==> src/rtl/converge_seq_pkg.sv <==
// Shared definitions for the converge_seq off-diagonal energy sequencer:
// FSM state encoding, derived-width helpers and the threshold width.
package converge_seq_pkg;

  localparam int THR_W = 6;

  typedef enum logic [2:0] {
    ST_IDLE  = 3'd0,
    ST_ACCUM = 3'd1,
    ST_DRAIN = 3'd2,
    ST_EVAL  = 3'd3,
    ST_DONE  = 3'd4
  } state_e;

  // Wide enough to sum N*N full-scale squares without overflow.
  function automatic int acc_width(input int width, input int n);
    return 2 * width + $clog2(n * n);
  endfunction

  function automatic int cnt_width(input int max_sweeps);
    return $clog2(max_sweeps + 1);
  endfunction

endpackage

==> src/rtl/converge_seq_sq_acc.sv <==
// Registered squarer followed by a saturating accumulator; one element per
// enabled cycle, zero_in forces that element's contribution to zero.
module sq_acc #(
  parameter int WIDTH = 16,
  parameter int ACC_W = 36
) (
  input  logic                    clk_in,
  input  logic                    rst_n_in,
  input  logic                    clr_in,
  input  logic                    en_in,
  input  logic                    zero_in,
  input  logic signed [WIDTH-1:0] data_in,
  output logic [ACC_W-1:0]        acc_out
);

  logic signed [2*WIDTH-1:0] prod;
  logic [2*WIDTH-1:0]        sq_q;
  logic                      sq_vld_q;
  logic [ACC_W-1:0]          acc_q;
  logic [ACC_W:0]            sum_wide;

  assign prod     = (2*WIDTH)'(data_in) * (2*WIDTH)'(data_in);
  assign sum_wide = {1'b0, acc_q} + (ACC_W+1)'(sq_q);
  assign acc_out  = acc_q;

  // NOTE: sequential state uses non-blocking assignments so every register
  // samples the pre-edge values, regardless of statement order.
  always_ff @(posedge clk_in or negedge rst_n_in) begin
    if (!rst_n_in) begin
      sq_q     <= '0;
      sq_vld_q <= 1'b0;
      acc_q    <= '0;
    end else if (clr_in) begin
      sq_q     <= '0;
      sq_vld_q <= 1'b0;
      acc_q    <= '0;
    end else begin
      sq_vld_q <= en_in;
      if (en_in) sq_q <= zero_in ? '0 : $unsigned(prod);
      // Carry out of the top bit pins the sum at all-ones instead of wrapping.
      if (sq_vld_q) acc_q <= sum_wide[ACC_W] ? '1 : sum_wide[ACC_W-1:0];
    end
  end

endmodule

==> src/rtl/converge_seq.sv <==
// Sweeps an N x N matrix stream, accumulates the off-diagonal energy and
// decides convergence, divergence or timeout after every sweep.
module converge_seq
  import converge_seq_pkg::*;
#(
  parameter  int WIDTH      = 16,
  parameter  int FRACT      = 8,
  parameter  int N_STOCKS   = 4,
  parameter  int MAX_SWEEPS = 16,
  localparam int ACC_W      = acc_width(WIDTH, N_STOCKS),
  localparam int CNT_W      = cnt_width(MAX_SWEEPS)
) (
  input  logic                    clk_in,
  input  logic                    rst_n_in,
  input  logic                    start_in,
  input  logic                    abort_in,
  input  logic [THR_W-1:0]        thr_in,
  input  logic signed [WIDTH-1:0] elem_in,
  input  logic                    elem_valid_in,
  output logic                    elem_ready_out,
  output logic                    result_valid_out,
  output logic                    conv_out,
  output logic                    diverge_out,
  output logic                    timeout_out,
  output logic                    busy_out,
  output logic [ACC_W-1:0]        sum_out,
  output logic [CNT_W-1:0]        sweep_cnt_out
);

  localparam int                    IDX_W    = $clog2(N_STOCKS);
  localparam logic [IDX_W-1:0]      LAST_IDX = IDX_W'(N_STOCKS - 1);
  localparam logic [CNT_W-1:0]      MAX_CNT  = CNT_W'(MAX_SWEEPS);

  state_e             state_q, state_d;
  logic [IDX_W-1:0]   row_q, row_d, col_q, col_d;
  logic [CNT_W-1:0]   sweep_q, sweep_d, sweep_inc;
  logic [ACC_W-1:0]   prev_q, prev_d, sum_q, sum_d;
  logic [THR_W-1:0]   thr_q, thr_d;
  logic               conv_q, conv_d, div_q, div_d, tmo_q, tmo_d, rv_q, rv_d;
  logic               acc_clr, acc_en, accept, last_elem, conv_now;
  logic [ACC_W-1:0]   acc;

  sq_acc #(.WIDTH(WIDTH), .ACC_W(ACC_W)) u_sq_acc (
    .clk_in   (clk_in),
    .rst_n_in (rst_n_in),
    .clr_in   (acc_clr),
    .en_in    (acc_en),
    .zero_in  (row_q == col_q),
    .data_in  (elem_in),
    .acc_out  (acc)
  );

  assign accept    = (state_q == ST_ACCUM) && elem_valid_in;
  assign last_elem = (row_q == LAST_IDX) && (col_q == LAST_IDX);
  assign sweep_inc = sweep_q + CNT_W'(1);
  assign conv_now  = 64'(acc >> FRACT) < (64'd1 << thr_q);

  // NOTE: every always_comb output gets a default first, so no path leaves a
  // signal unassigned and no latch is inferred.
  always_comb begin
    state_d = state_q;
    row_d   = row_q;
    col_d   = col_q;
    sweep_d = sweep_q;
    prev_d  = prev_q;
    sum_d   = sum_q;
    thr_d   = thr_q;
    conv_d  = conv_q;
    div_d   = div_q;
    tmo_d   = tmo_q;
    rv_d    = 1'b0;
    acc_clr = 1'b0;
    acc_en  = 1'b0;

    if (abort_in) begin
      state_d = ST_IDLE;
      conv_d  = 1'b0;
      div_d   = 1'b0;
      tmo_d   = 1'b0;
      acc_clr = 1'b1;
    end else if (start_in) begin
      // Restart from any state; an element presented this cycle is dropped.
      state_d = ST_ACCUM;
      row_d   = '0;
      col_d   = '0;
      sweep_d = '0;
      prev_d  = '0;
      thr_d   = thr_in;
      conv_d  = 1'b0;
      div_d   = 1'b0;
      tmo_d   = 1'b0;
      acc_clr = 1'b1;
    end else begin
      case (state_q)
        ST_ACCUM: begin
          if (accept) begin
            acc_en = 1'b1;
            if (col_q == LAST_IDX) begin
              col_d = '0;
              row_d = row_q + IDX_W'(1);
            end else begin
              col_d = col_q + IDX_W'(1);
            end
            if (last_elem) state_d = ST_DRAIN;
          end
        end
        ST_DRAIN: state_d = ST_EVAL;
        ST_EVAL: begin
          sum_d   = acc;
          conv_d  = conv_now;
          div_d   = (sweep_q != '0) && (acc > prev_q);
          sweep_d = sweep_inc;
          prev_d  = acc;
          rv_d    = 1'b1;
          if (conv_now) begin
            state_d = ST_DONE;
          end else if (sweep_inc == MAX_CNT) begin
            tmo_d   = 1'b1;
            state_d = ST_DONE;
          end else begin
            state_d = ST_ACCUM;
            row_d   = '0;
            col_d   = '0;
            acc_clr = 1'b1;
          end
        end
        default: state_d = state_q;
      endcase
    end
  end

  always_ff @(posedge clk_in or negedge rst_n_in) begin
    if (!rst_n_in) begin
      state_q <= ST_IDLE;
      row_q   <= '0;
      col_q   <= '0;
      sweep_q <= '0;
      prev_q  <= '0;
      sum_q   <= '0;
      thr_q   <= '0;
      conv_q  <= 1'b0;
      div_q   <= 1'b0;
      tmo_q   <= 1'b0;
      rv_q    <= 1'b0;
    end else begin
      state_q <= state_d;
      row_q   <= row_d;
      col_q   <= col_d;
      sweep_q <= sweep_d;
      prev_q  <= prev_d;
      sum_q   <= sum_d;
      thr_q   <= thr_d;
      conv_q  <= conv_d;
      div_q   <= div_d;
      tmo_q   <= tmo_d;
      rv_q    <= rv_d;
    end
  end

  assign elem_ready_out   = (state_q == ST_ACCUM);
  assign busy_out         = (state_q == ST_ACCUM) || (state_q == ST_DRAIN) ||
                            (state_q == ST_EVAL);
  assign result_valid_out = rv_q;
  assign conv_out         = conv_q;
  assign diverge_out      = div_q;
  assign timeout_out      = tmo_q;
  assign sum_out          = sum_q;
  assign sweep_cnt_out    = sweep_q;

endmodule
==> config.mk <==
export PLATFORM = sky130hd
export DESIGN_NAME = converge_seq
export DESIGN_NICKNAME = d
export VERILOG_FILES = /design/src/rtl/converge_seq_pkg.sv /design/src/rtl/converge_seq_sq_acc.sv /design/src/rtl/converge_seq.sv
export SDC_FILE = /design/constraint.sdc
export NUM_CORES = 1
export LEC_CHECK = 0
export BUFFER_PORTS_ARGS = -buffer_cell sky130_fd_sc_hd__buf_2
export CORE_ASPECT_RATIO = 0.5
export CORE_UTILIZATION = 67
export DETAILED_ROUTE_END_ITERATION = 7
export PLACE_DENSITY = 0.85
export REMOVE_ABC_BUFFERS = 1
export SLEW_MARGIN = 20
export SYNTH_ARGS = -nofsm -noshare
export SYNTH_HDL_FRONTEND = slang
export SYNTH_HIERARCHICAL = 1
export SYNTH_SLANG_ARGS = --single-unit
==> constraint.sdc <==
create_clock -name clk_in -period 7.9 [get_ports clk_in]
set_input_delay 1.58 -clock clk_in [delete_from_list [all_inputs] [get_ports clk_in]]
set_output_delay 1.58 -clock clk_in [all_outputs]
set_load 0.01 [all_outputs]
---- Word-level counts from Yosys, hierarchy flattened ----
Cells that the tools add are included.
storage, ports and cells
  register bits after elaboration ......... 163
  word-level logic and storage cells ...... 109
  bits of input ports ..................... 27
  output and inout port bits .............. 47
cells by class
  equal/unequal tests ..................... 14
  bitwise gates (word level) .............. 2
  $mul .................................... 1
  $lt $le $gt $ge ......................... 2
  add/sub/neg operators ................... 4
  reductions and logical operators ........ 20
  shift-type cells ........................ 1
  muxes and demuxes ....................... 51
operators with widths
  operator                number
  $mux W36                5
  $mux W32                3
  $lt A28 B64 Y1          1
  $shl A1 B6 Y64 const A  1
  $add A36 B32 Y37        1
  $gt A36 B36 Y1          1
  $mul A16 B16 Y32        1
  $mux W1                 24
  $mux W3                 6
  $mux W2                 8
  $mux W5                 2
  $reduce_bool A5 Y1      2
  $ne A3 B3 Y1 const B    3
  $pmux W3 S3             1
  $reduce_and A3 Y1       3
  $reduce_bool A3 Y1      3
  $ne A4 B3 Y1 const B    2
  $pmux W2 S2             2
  $eq A3 B2 Y1 const B    2
  $ne A3 B2 Y1 const B    2
  $reduce_and A6 Y1       1
  $reduce_bool A2 Y1      3
  $add A5 B1 Y5 const B   1
  $eq A5 B5 Y1 const B    1
  9 further kinds         16

---- Depth between registers and ports, before layout ----
  depth in word-level cells ............... 8
  gate-level depth with buffers ........... 26
  mapped depth without buffers ............ 24

---- By module ----
The synthesis kept the hierarchy.
modules (own cells, without submodules)
  module        times used  area an instance (µm²)  cells an instance  sequential area each (µm²)
  sq_acc        1           13166.4                 1462               1701.6
  converge_seq  1           5555.3                  632                2352.3

---- Least setup slack after synthesis ----
No wires, ideal clock.
  path type ............................... input port to flip-flop
  from .................................... input port elem_in[15]
  to ...................................... register u_sq_acc.sq_q[27]
  stages on the path ...................... 24
  path slack .............................. 0.213 ns
  arrival ................................. 7.556 ns
  cells stage by stage .................... clkbuf_1 clkinv_1 buf_1 nor2_1 fa_1 inv_1 fa_1 inv_1 fa_1 fa_1 fa_1 inv_1 fa_1 inv_1 ha_1 a21o_1 a21o_1 a21oi_1 nand2_1 o211ai_1 o21ai_1 a21oi_1 nor4b_1 or3_1
on the way
  cells in the longest elaborated chain, start to end .. 4
RTL lines
  element                line                       RTL
  from (decl)            converge_seq.sv:18         input logic signed [WIDTH-1:0] elem_in,
  $mul A16 B16 Y32       converge_seq_sq_acc.sv:22  assign prod = (2*WIDTH)'(data_in) * (2*WIDTH)'(data_in);
  $mux W32 (2 in a row)  converge_seq_sq_acc.sv:39  if (en_in) sq_q <= zero_in ? '0 : $unsigned(prod);
  $mux W32               converge_seq_sq_acc.sv:33  end else if (clr_in) begin
  to (signal assigned)   converge_seq_sq_acc.sv:39
  to (decl)              converge_seq_sq_acc.sv:17  logic [2*WIDTH-1:0] sq_q;
No other way between the ends. The select of a mux whose other input is x is not followed.
A chain may end at the register's enable or synchronous reset.

---- Worst setup path in the final report ----
  from .................................... input port elem_in[1]
  to ...................................... register u_sq_acc.sq_q[30]
The elaborated chain is that of the path after synthesis.

==> impl_metrics.csv <==
group,metric,value,unit
die,start_util,69.4,%
clock_network,clk-insertion-delay-late,0.44,ns
final_layout,final_cell_mix,"inv_1, nand2_1, fa_1",
place,dp_hpwl,34.5,mm
place,place_congestion,0.932,
pwr,vdd_drop_max,587,uV
grt,grt.total_usage,32.4,%
timing,rsz0062_at_grt,"no",
clock_network,root_buffer,"clkbuf_16",
detailed_routing,antenna_left,0,
final_layout,drive_gt1_share,7.03,%
timing,relSlewSlack,38.2,%
logic_synthesis,yosys.area.top_type,"fa_1",
clock_network,cts_setup_buffers,0,
grt,grt_max_degree,88,
clock_network,clock_path_buffers,2,
logic_synthesis,ys_types,85,
grt,grt_pass1_wl,72.5,mm
die,std_cell_rows,42,
worst_setup_path,critPathLaunchType,"primary input",
logic_synthesis,synthTopCellsByArea,"fa_1, dfrtp_1, ha_1",
logic_synthesis,ys_warn_count,6,
logic_synthesis,synth_top_area_share,25.0,%
pwr,switching_share,52.5,%
final_layout,final_common_cell,"inv_1",
detailed_routing,drc,0,
worst_setup_path,r2r_setup_slack,3.55,ns
clock_network,cts.sink_count,162,
logic_synthesis,async_flop_share,100,%
timing,fmax,0.134,GHz
pwr,seqPwrFrac,9.7,%
worst_setup_path,worstPathArrival,7.77,ns
logic_synthesis,ys.flop_type,"dfrtp_1",
clock_network,cts_tree,"built",
detailed_routing,vias,14600,
pwr,combPwrFrac,80.9,%
die,die_w,238,microns
die,die-area,28700,sq um
logic_synthesis,postSynthCellCount,2094,
clock_network,cts_resized,0,
die,dieHeight,120,microns
worst_setup_path,worstReg2RegEnd,"u_sq_acc/sq_q[27]",
pwr,p_sw,0.00479,W
die,num_io_pins,74,
timing,finalMaxSlewViolations,0,
logic_synthesis,synth-seq-cells,162,
grt,antenna_found_initial,0,
detailed_routing,wl,44.0,mm
flow_run,maxCapViolations,0,
hold_path,hold_depth,2,
timing,fin_ws,0.450,ns
final_layout,fin_nets,2585,
clock_network,ctsHoldBuffers,0,
detailed_routing,drt_first_iter_violations,1068,
detailed_routing,routedWlPerCell,17.5,microns
timing,worstMarginPinSlew,0.927,ns
hold_path,whs_endpoint,"sum_out[20]",
worst_setup_path,r2r_cells,15,
logic_synthesis,synth_edf_count,0,
final_layout,layout.core_utilization,74.3,%
pwr,clockPowerShare,9.5,%
logic_synthesis,syn-cell-area,18700,sq um
worst_setup_path,worst_setup_path_end_kind,"flop",
place,port_buffers,73,
clock_network,cts_inserted_buffers,17,
worst_setup_path,crit_fanout,15,
hold_path,hold_path_class,"flop to flop",
detailed_routing,via_per_inst,5.77,
detailed_routing,firstDrtPassIters,5,
logic_synthesis,synth_seq_area_share,21.7,%
timing,hold_viol,0,
place,dp_slack,0.0308,ns
worst_setup_path,required,8.22,ns
timing,skew,0.0113,ns
run_status,status,"complete, no violations",
hold_path,min_from,"sum_out[20]",
worst_setup_path,path_class,"primary input to flop",
timing,min_period,7.45,ns
worst_setup_path,r2r-start,"thr_q[0]",
die,core,27000,sq um
grt,overflow,0,
clock_network,clk_pin_slew_worst_paths,0.07,ns
grt,grt_pass1_vias,14800,
logic_synthesis,syn_avg_cell_area,8.94,sq um
timing,fin_tns_setup,0,ns
pwr,cellInternalPower,0.00433,W
timing,fin_crit_sh,94.3,%
final_layout,n_antenna_cell,0,
pwr,power_leakage,10.6,nW
clock_network,h-tree-depth,4,
pwr,powerDensity,455,nW/um^2
final_layout,synthToLayoutAreaGrowth,6.98,%
final_layout,fill_cells,1973,
timing,setup_viol,0,
state kept, by name, summed over array words and instances, names as in the netlist:
register and cells:
u_sq_acc/acc_out 36, col_q 2, conv_out 1, result_valid_out 1
prev_q 36, sum_out 36, u_sq_acc/sq_vld_q 1, thr_q 6
row_q 2, diverge_out 1, sweep_cnt_out 5, u_sq_acc/sq_q 31
state_q 3, timeout_out 1
through the flow:
step	instances	instance area (sq um)	hold slack (ns)	total power, W
after CTS	2522	20000	0.476	0.00906
after global routing	2522	20000	0.496	0.0101
after global placement	2490	19400	0.455	0.00796
after floorplan	2026	18400	0.446	0.00638
after detailed placement	2490	19400	0.459	0.00818
final	2522	20000	0.472	0.00912
critical path, stage by stage:
cell and delay (ns):
buf_2 0.39, and2_1 0.30, fa_1 0.49, inv_1 0.24, fa_1 0.44, inv_1 0.09, fa_1 0.43, fa_1 0.47
fa_1 0.56, inv_1 0.06, fa_1 0.53, inv_1 0.04, ha_1 0.35, a21o_1 0.22, a21oi_1 0.18, o211ai_1 0.10
a211oi_1 0.42, o31ai_1 0.17, o31ai_1 0.34, o21ai_1 0.12, xnor2_1 0.15, o21ai_1 0.08
cell type report:
class,count,area [sq um],area share [%]
sequential,162,4050,20.2
clock inverter,15,188,0.937
multi-input combinational,1461,12900,64.3
clock buffer,17,425,2.12
tap,374,468,2.34
inverter,403,1510,7.55
timing repair buffer,90,503,2.51
power by group through the flow:
stage               clock network (W)  registers, W  logic (W)
floorplan                           0      0.000883    0.00549
global placement                    0      0.000894    0.00707
detailed placement                  0      0.000895    0.00728
CTS                          0.000867      0.000879    0.00732
global route                 0.000906      0.000883    0.00832
finish                       0.000864      0.000880    0.00737
cells in the mapped netlist, types with 4 or more instances:
cell type,count
inv_1,401
nand2_1,348
fa_1,234
ha_1,189
dfrtp_1,162
nor2_1,106
a21oi_1,67
o21ai_0,50
clkbuf_1,49
and2_1,43
xnor2_1,43
a211oi_1,42
a21o_1,35
xor2_1,31
o21ai_1,24
nand3_1,19
a22o_1,17
nand4_1,17
a31oi_1,15
nand2b_1,14
nor2b_1,14
buf_2,13
o21a_1,13
nor3_1,12
o211ai_1,11
o31ai_1,9
and3_1,5
and4_1,5
nor3b_1,5
or3_1,5
o21bai_1,4
o22ai_1,4
or4_1,4
cells by family after synthesis:
logic type	count (synthesis)	share of synthesized area [%]
DFF	162	21.7
xor gates and xnor gates	74	3.46
buffers and inverters	471	9.65
AOI/OAI and AO/OA	338	12.5
muxes	4	0.221
adders and majority gates	423	37.7
and+or+nand+nor	622	14.9
layer usage:
metal	global-route usage [%]	vias to the layer above	part of all wire [%]
met5	0	-	0
met4	9.70	0	2.4
li1	-	6802	-
met2	55.9	503	49
met1	42.4	7173	42
met3	5.21	86	6.4
how the worst max path moves through the flow:
stage / from / endpoint / slack (ns) / cells after the start
2_1_floorplan: elem_in[15] / u_sq_acc/sq_q[27] / 0.62 / 22
3_3_place_gp: elem_in[1] / u_sq_acc/sq_q[30] / 0.19 / 22
3_5_place_dp: elem_in[12] / u_sq_acc/sq_q[30] / 0.03 / 24
4_1_cts: elem_in[1] / u_sq_acc/sq_q[30] / 0.47 / 22
5_1_grt: elem_in[12] / u_sq_acc/sq_q[30] / 0.15 / 24
6_report: elem_in[1] / u_sq_acc/sq_q[30] / 0.45 / 22
Power figures use the tool's default switching activity.
